$ cat config.mk
export PLATFORM = sky130hd
export DESIGN_NAME = ram_stream_reader
export DESIGN_NICKNAME = d
export VERILOG_FILES = /design/src/rtl/ram_stream_reader.sv
export SDC_FILE = /design/constraint.sdc
export NUM_CORES = 1
export LEC_CHECK = 0
export CAP_MARGIN = 20
export CORE_MARGIN = 2
export CORE_UTILIZATION = 44
export CTS_BUF_LIST = sky130_fd_sc_hd__clkbuf_8
export DETAILED_ROUTE_END_ITERATION = 7
export PLACE_DENSITY = 0.78
export SLEW_MARGIN = 20
export SYNTH_ARGS = -nofsm -noshare
export SYNTH_HDL_FRONTEND = slang
export SYNTH_SLANG_ARGS = --single-unit
$ cat constraint.sdc
create_clock -name clk -period 1.7 [get_ports clk]
set_input_delay 0.425 -clock clk [delete_from_list [all_inputs] [get_ports clk]]
set_output_delay 0.425 -clock clk [all_outputs]
set_load 0.1 [all_outputs]
$ cat src/rtl/ram_stream_reader.sv
// ram_stream_reader: read-side sequencer for a RAM with a combinational read port.
// It drives the RAM read address and captures the read data. It then streams a
// window of words out over a valid/ready handshake.
// Optional feature macro: RAM_STREAM_READER_REPEAT_EN. When it is defined, the
// window is replayed reps+1 times. When it is undefined, each start gives one pass.
module ram_stream_reader #(
    parameter int DATA_WIDTH = 8,
    parameter int DEPTH_LOG2 = 4,
    parameter int REP_WIDTH  = 8
) (
    input  logic                  clk,
    input  logic                  reset,
    input  logic                  start,
    input  logic [DEPTH_LOG2-1:0] base_addr,
    input  logic [DEPTH_LOG2:0]   length,
    input  logic [REP_WIDTH-1:0]  reps,
    input  logic                  abort,
    output logic [DEPTH_LOG2-1:0] ram_addr,
    input  logic [DATA_WIDTH-1:0] ram_data,
    output logic [DATA_WIDTH-1:0] out_data,
    output logic                  out_valid,
    input  logic                  out_ready,
    output logic                  busy,
    output logic                  done
);
    localparam logic [DEPTH_LOG2:0] DEPTH_WORDS = {1'b1, {DEPTH_LOG2{1'b0}}};

    typedef enum logic [1:0] {IDLE, RUN, DRAIN} state_t;

    state_t                  state_reg, state_next;
    logic [DEPTH_LOG2-1:0]   ram_addr_reg, ram_addr_next;
    logic [DEPTH_LOG2-1:0]   base_reg, base_next;
    logic [DEPTH_LOG2:0]     length_reg, length_next;
    logic [DEPTH_LOG2:0]     issued_reg, issued_next;
    logic [DATA_WIDTH-1:0]   out_data_reg, out_data_next;
    logic                    out_valid_reg, out_valid_next;
    logic                    done_reg, done_next;
    logic [DEPTH_LOG2:0]     len_clamped;
    logic [DEPTH_LOG2:0]     issued_inc;
    logic                    more_passes;

`ifdef RAM_STREAM_READER_REPEAT_EN
    logic [REP_WIDTH-1:0]    reps_reg, reps_next;
    logic [REP_WIDTH-1:0]    pass_reg, pass_next;
    assign more_passes = (pass_reg != reps_reg);
`else
    // Without replay, the repeat count has no effect.
    logic unused_reps;
    assign unused_reps = ^reps;
    assign more_passes = 1'b0;
`endif

    // Oversized windows are limited to one full sweep of the RAM.
    assign len_clamped = (length > DEPTH_WORDS) ? DEPTH_WORDS : length;
    assign issued_inc  = issued_reg + 1'b1;

    // Next-state and datapath decisions. Abort wins over every other request.
    always_comb begin
        state_next     = state_reg;
        ram_addr_next  = ram_addr_reg;
        base_next      = base_reg;
        length_next    = length_reg;
        issued_next    = issued_reg;
        out_data_next  = out_data_reg;
        out_valid_next = out_valid_reg;
        done_next      = 1'b0;
`ifdef RAM_STREAM_READER_REPEAT_EN
        reps_next      = reps_reg;
        pass_next      = pass_reg;
`endif
        if (abort) begin
            state_next     = IDLE;
            out_valid_next = 1'b0;
        end else begin
            case (state_reg)
                IDLE: begin
                    if (start) begin
                        if (len_clamped == '0) begin
                            done_next = 1'b1;
                        end else begin
                            base_next     = base_addr;
                            length_next   = len_clamped;
                            ram_addr_next = base_addr;
                            issued_next   = '0;
`ifdef RAM_STREAM_READER_REPEAT_EN
                            reps_next     = reps;
                            pass_next     = '0;
`endif
                            state_next    = RUN;
                        end
                    end
                end
                RUN: begin
                    if ((!out_valid_reg || out_ready) && (issued_reg < length_reg)) begin
                        out_data_next  = ram_data;
                        out_valid_next = 1'b1;
                        if (issued_inc == length_reg) begin
                            // Last word of a pass. Restart or finish on this
                            // same fetch so no bubble is left between passes.
                            if (more_passes) begin
                                ram_addr_next = base_reg;
                                issued_next   = '0;
`ifdef RAM_STREAM_READER_REPEAT_EN
                                pass_next     = pass_reg + 1'b1;
`endif
                            end else begin
                                ram_addr_next = ram_addr_reg + 1'b1;
                                issued_next   = issued_inc;
                                state_next    = DRAIN;
                            end
                        end else begin
                            ram_addr_next = ram_addr_reg + 1'b1;
                            issued_next   = issued_inc;
                        end
                    end else begin
                        if (out_valid_reg && out_ready) begin
                            out_valid_next = 1'b0;
                        end
                        if (issued_reg >= length_reg) begin
                            state_next = DRAIN;
                        end
                    end
                end
                DRAIN: begin
                    if (!out_valid_reg || out_ready) begin
                        out_valid_next = 1'b0;
                        done_next      = 1'b1;
                        state_next     = IDLE;
                    end
                end
                default: state_next = IDLE;
            endcase
        end
    end

    // State and datapath registers, with synchronous reset.
    always_ff @(posedge clk) begin
        if (reset) begin
            state_reg     <= IDLE;
            ram_addr_reg  <= '0;
            base_reg      <= '0;
            length_reg    <= '0;
            issued_reg    <= '0;
            out_data_reg  <= '0;
            out_valid_reg <= 1'b0;
            done_reg      <= 1'b0;
`ifdef RAM_STREAM_READER_REPEAT_EN
            reps_reg      <= '0;
            pass_reg      <= '0;
`endif
        end else begin
            state_reg     <= state_next;
            ram_addr_reg  <= ram_addr_next;
            base_reg      <= base_next;
            length_reg    <= length_next;
            issued_reg    <= issued_next;
            out_data_reg  <= out_data_next;
            out_valid_reg <= out_valid_next;
            done_reg      <= done_next;
`ifdef RAM_STREAM_READER_REPEAT_EN
            reps_reg      <= reps_next;
            pass_reg      <= pass_next;
`endif
        end
    end

    assign ram_addr  = ram_addr_reg;
    assign out_data  = out_data_reg;
    assign out_valid = out_valid_reg;
    assign done      = done_reg;
    assign busy      = (state_reg != IDLE);

endmodule

## After elaboration in Yosys (flattened, before gate mapping)

Index checks and enable logic that the tools add are counted.

| word-level totals | value |
|---|---|
| word-level logic and storage cells | 63 |
| flip-flop bits (word level) | 26 |
| bits of input ports | 30 |
| output and inout port bits | 15 |

| operators by class | value |
|---|---|
| add/sub/neg operators | 2 |
| reduce and logical (&&, ||, !) cells | 15 |
| bitwise logic cells | 2 |
| muxes and demuxes | 24 |
| equality and inequality tests | 10 |
| $lt $le $gt $ge | 3 |

Operators by type and width:

| cell | number |
|---|---|
| $mux 5 | 4 |
| $mux 2 | 6 |
| $mux 4 | 3 |
| $pmux 5 s2 | 1 |
| $reduce_and 5->1 | 2 |
| $ne 3x3->1 const B | 3 |
| $ne 2x2->1 const B | 4 |
| $pmux 4 s2 | 1 |
| $mux 1 | 6 |
| $pmux 2 s3 | 1 |
| $reduce_and 3->1 | 2 |
| $reduce_bool 2->1 | 3 |
| $add 5x1->5 const B | 1 |
| $eq 5x5->1 | 1 |
| $ge 5x5->1 | 1 |
| $gt 5x5->1 const B | 1 |
| $logic_not 5->1 | 1 |
| $lt 5x5->1 | 1 |
| $add 4x1->4 const B | 1 |
| $pmux 1 s2 | 2 |
| $reduce_and 4->1 | 1 |
| $eq 2x1->1 const B | 1 |
| $eq 2x2->1 const B | 1 |
| $logic_and 1x1->1 | 2 |
| other kinds (5) | 6 |

## Depth between registers and ports, before layout

| depth | value |
|---|---|
| word-level depth | 6 |
| gate-level depth with buffers | 8 |
| depth with buffers taken out | 7 |

## Least setup slack after synthesis

OpenSTA, ideal clock, no wires.

| timing path | value |
|---|---|
| path type | reg-to-reg |
| start | register out_valid_reg, in the netlist out_valid |
| end | register ram_addr_reg[2], in the netlist ram_addr[2] |
| arrival | 1893 ps |
| buffers on the path | 2 |
| clock period less this slack | 2022 ps |
| slack | -322 ps |
| stages on the path, launching flop included | 7 |
| required time | 1572 ps |
| setup time | 128 ps |
| path through | dfxtp_1 and2b_2 clkbuf_4 nor4_4 buf_4 a32oi_1 a21oi_1 |

| between the ends | value |
|---|---|
| longest elaborated chain between the ends | 5 |

RTL lines:

| item | line | text |
|---|---|---|
| start: declaration | 36 | `logic out_valid_reg, out_valid_next;` |
| start signal: assignment | 158 | `out_valid_reg <= out_valid_next;` |
| $logic_not 1->1 | 94 | `if ((!out_valid_reg \|\| out_ready) && (issued_reg < length_reg)) begin` |
| $logic_or 1x1->1 | 94 |  |
| $logic_and 1x1->1 | 94 |  |
| $ne 2x2->1 (no source line) | - |  |
| $reduce_and 5->1 (no source line) | - |  |
| end signal: assignment | 153 | `ram_addr_reg <= ram_addr_next;` |
| end: declaration | 31 | `logic [DEPTH_LOG2-1:0] ram_addr_reg, ram_addr_next;` |

Every way passes these cells.
A chain may end at the register's enable or synchronous reset.

## Worst setup path in the final report

| timing path | value |
|---|---|
| start | register length_reg[2] |
| end | register ram_addr_reg[1], in the netlist ram_addr[1] |

| between the ends | value |
|---|---|
| longest elaborated chain between the ends | 4 |

RTL lines:

| item | line | text |
|---|---|---|
| start: declaration | 33 | `logic [DEPTH_LOG2:0] length_reg, length_next;` |
| start signal: assignment | 155 | `length_reg <= length_next;` |
| $lt 5x5->1 | 94 |  |
| $logic_and 1x1->1 | 94 |  |
| $ne 2x2->1 (no source line) | - |  |
| $reduce_and 5->1 (no source line) | - |  |

Every way passes these cells.

==> impl_metrics.yaml <==
layout:
  n_fill_cell: 194
  nNetsFinal: 277
  fin_area_sq_mm: 0.00263
  multi_input_area_sq_mm: 0.00110
  drive_gt1_share_pct: 43.9
  largest_reg_flops: 8
  antennaDiodeCount: 0
  syn_to_final_growth_pct: 73.4
  stdcell_count: 285
  regArea_sq_um: 534
logic_synthesis:
  synth_cell_types: 51
  netlist_area_sq_mm: 0.00152
  syn_area_per_cell_sq_um: 8.92
  synth-seq-cells: 26
  synth_edf_count: 0
  ys_async_sr_fraction_pct: 0
  synth.area.top_cells: "dfxtp_1 34%, ha_1 5.8%, mux2i_1 5.3%"
  syn-instance-count: 170
  synth_top_flop_cell: "dfxtp_1"
  synth_top_cell_by_area: "dfxtp_1"
  netlist.area_leader.share_pct: 34.3
  yosysSeqAreaShare_pct: 34.3
  syn_nets: 207
  yosysWarnings: 0
worst_hold_path:
  hold_class: "register to register"
  min_path_cells: 2
setup_path:
  rr_startpoint: "length_reg[2]"
  regToRegSetupSlack_ns: -0.30
  r2r_cells: 9
  crit_end: "ram_addr[1]"
  crit_required_ns: 1.89
  startpoint_type: "register"
  reg2reg_to: "ram_addr[1]"
  startpoint: "length_reg[2]"
  cp_max_fo: 4
  path_class: "register to register"
  cp.arrival_ns: 2.20
  endpoint_kind: "register"
floorplan:
  die_y_um: 62.7
  core_sq_mm: 0.00331
  die_w_um: 62.7
  ioPinCount: 45
  start_util_pct: 45.8
  dieArea_sq_mm: 0.00393
  row_count: 21
timing:
  slew_violations: 0
  rsz0062_at_grt: "yes"
  finalHoldViolations: 0
  tns_ns: -4.01
  fmax_mhz: 500
  skew_ns: 0.00487
  post-route-min-period_ns: 2.00
  setup_viol: 20
  maxSlewHeadroom_pct: 67.6
  fin_ws_ns: -0.302
  worst_slew_pin_slew_ns: 0.480
  min_period_over_period_pct: 118
grt:
  grt_usage_pct: 25.6
  grt_max_degree: 24
  grt_antenna_before_repair: 0
  grt_pass1_wl_mm: 7.97
  grt_overflow_total: 0
  grt_pass1_vias: 1716
clock_tree:
  postCtsHoldBufs: 0
  cts_tree: "yes"
  clockBufferDepth: 2
  numCtsBuffers: 3
  numClockSinks: 26
  clk_latency_ns: 0.28
  clockRootBuffer: "clkbuf_8"
  htreeDepth: 1
  clk_pin_slew_ns: 0.10
routing:
  vias: 1729
  postRouteAntennaNets: 0
  wl_per_cell_um: 19.6
  drt-pass1-iter-count: 4
  drt_wl_total_mm: 5.59
  drt-vias-per-instance: 6.07
  drc: 0
  drt_iter0_markers: 183
power_and_ir_drop:
  powerDensity_mw_per_mm2: 635
  leakagePower_nw: 0.984
  fin_total_pwr_mw: 1.67
  ir_worst_vdd_v: 0.000358
run_status:
  status: "finished with violations"
  violations: "negative setup slack"
place:
  place.gp.congestion: 0.974
  hpwlAfterDp_mm: 3.49
  io_buffers: 36
  dp_slack_ns: -0.466
  placedCellCount: 274
  dpl_cell_area_sq_mm: 0.00231
flow_run:
  drv_cap: 0
[worst max-delay path, cell delays in order (launching register included)]
cell and delay [ns]:
dfxtp_2 0.35, inv_2 0.06, ha_4 0.29, nand4_1 0.19, buf_4 0.22, o221a_4 0.29
nand2_4 0.10, buf_6 0.13, a211oi_4 0.05, a211oi_2 0.24
[per-stage QoR]
stage / hold slack [ns] / util [%]
after global routing: 0.522 / 79.4
after global placement: 0.458 / 69.8
after floorplan: 0.436 / -
final: 0.508 / 79.4
after detailed placement: 0.472 / 69.8
after CTS: 0.485 / 76.3
[cell families (layout without fill, tap and decap cells)]
group                      after synthesis  after routing  synth area share (%)
muxes                                    8              8                  5.28
AOI/OAI and AO/OA                       43             43                  21.8
buffers and inverters                   18             87                  6.52
adders and majority gates                7              7                  5.78
and+or+nand+nor                         63             63                  23.4
DFF                                     26             26                  34.3
xor gates and xnor gates                 5              5                  2.89
[cells in the final DEF, fill, tap and decap left out, types with 5 or more instances in the layout]
master and count:
mux2i_1 8, buf_6 8, dfxtp_2 8, inv_1 7, buf_4 28, buf_12 16, clkdlybuf4s50_1 16, dfxtp_1 17
nand2_1 15, nor2_1 11, nand3b_1 5, a21oi_1 9
[routing by layer]
| layer | GRT usage (%) | share of wire [%] |
|---|---|---|
| met1 | 28.5 | 37 |
| met2 | 45.6 | 51 |
| met3 | 5.59 | 7.4 |
| met4 | 13.1 | 5.1 |
| met5 | 0 | 0 |
[where the power goes]
part           total (mW)  switching, mW  internal (mW)
Clock               0.532          0.216          0.316
Combinational       0.491          0.256          0.235
Sequential          0.647         0.0222          0.624
Total                1.67          0.494           1.17
[what timing repair did]
action,CTS,global route
gates resized for setup,27,24
pin swaps,22,18
endpoints found under the setup margin,26,25
buffers inserted,9,2
endpoints found under the hold margin,0,0
[final cells by class]
class / instances / share of cell area [%]
timing repair buffer: 73 / 31.5
tap: 46 / 2.19
multi-input combinational: 126 / 41.9
sequential: 26 / 20.3
clock inverter: 1 / 1.14
clock buffer: 3 / 1.57
inverter: 10 / 1.43
[Yosys cell counts, types with 4 or more instances]
master	count
nor3_1	5
a21oi_1	12
o21ai_0	6
nor4_1	4
inv_1	10
nand3b_1	5
mux2i_1	8
nor2_1	12
dfxtp_1	26
nand2_1	16
ha_1	7
a211oi_1	5
[how the worst min path moves through the flow]
stage,endpoint,slack [ns],from
after detailed placement,length_reg[0],0.47,length_reg[0]
after CTS,length_reg[0],0.49,length_reg[0]
final,length_reg[0],0.51,length_reg[0]
after floorplan,length_reg[0],0.44,length_reg[0]
after global placement,length_reg[0],0.46,length_reg[0]
after global routing,length_reg[0],0.52,length_reg[0]
Note: power is estimated with default switching activity, not from simulation.
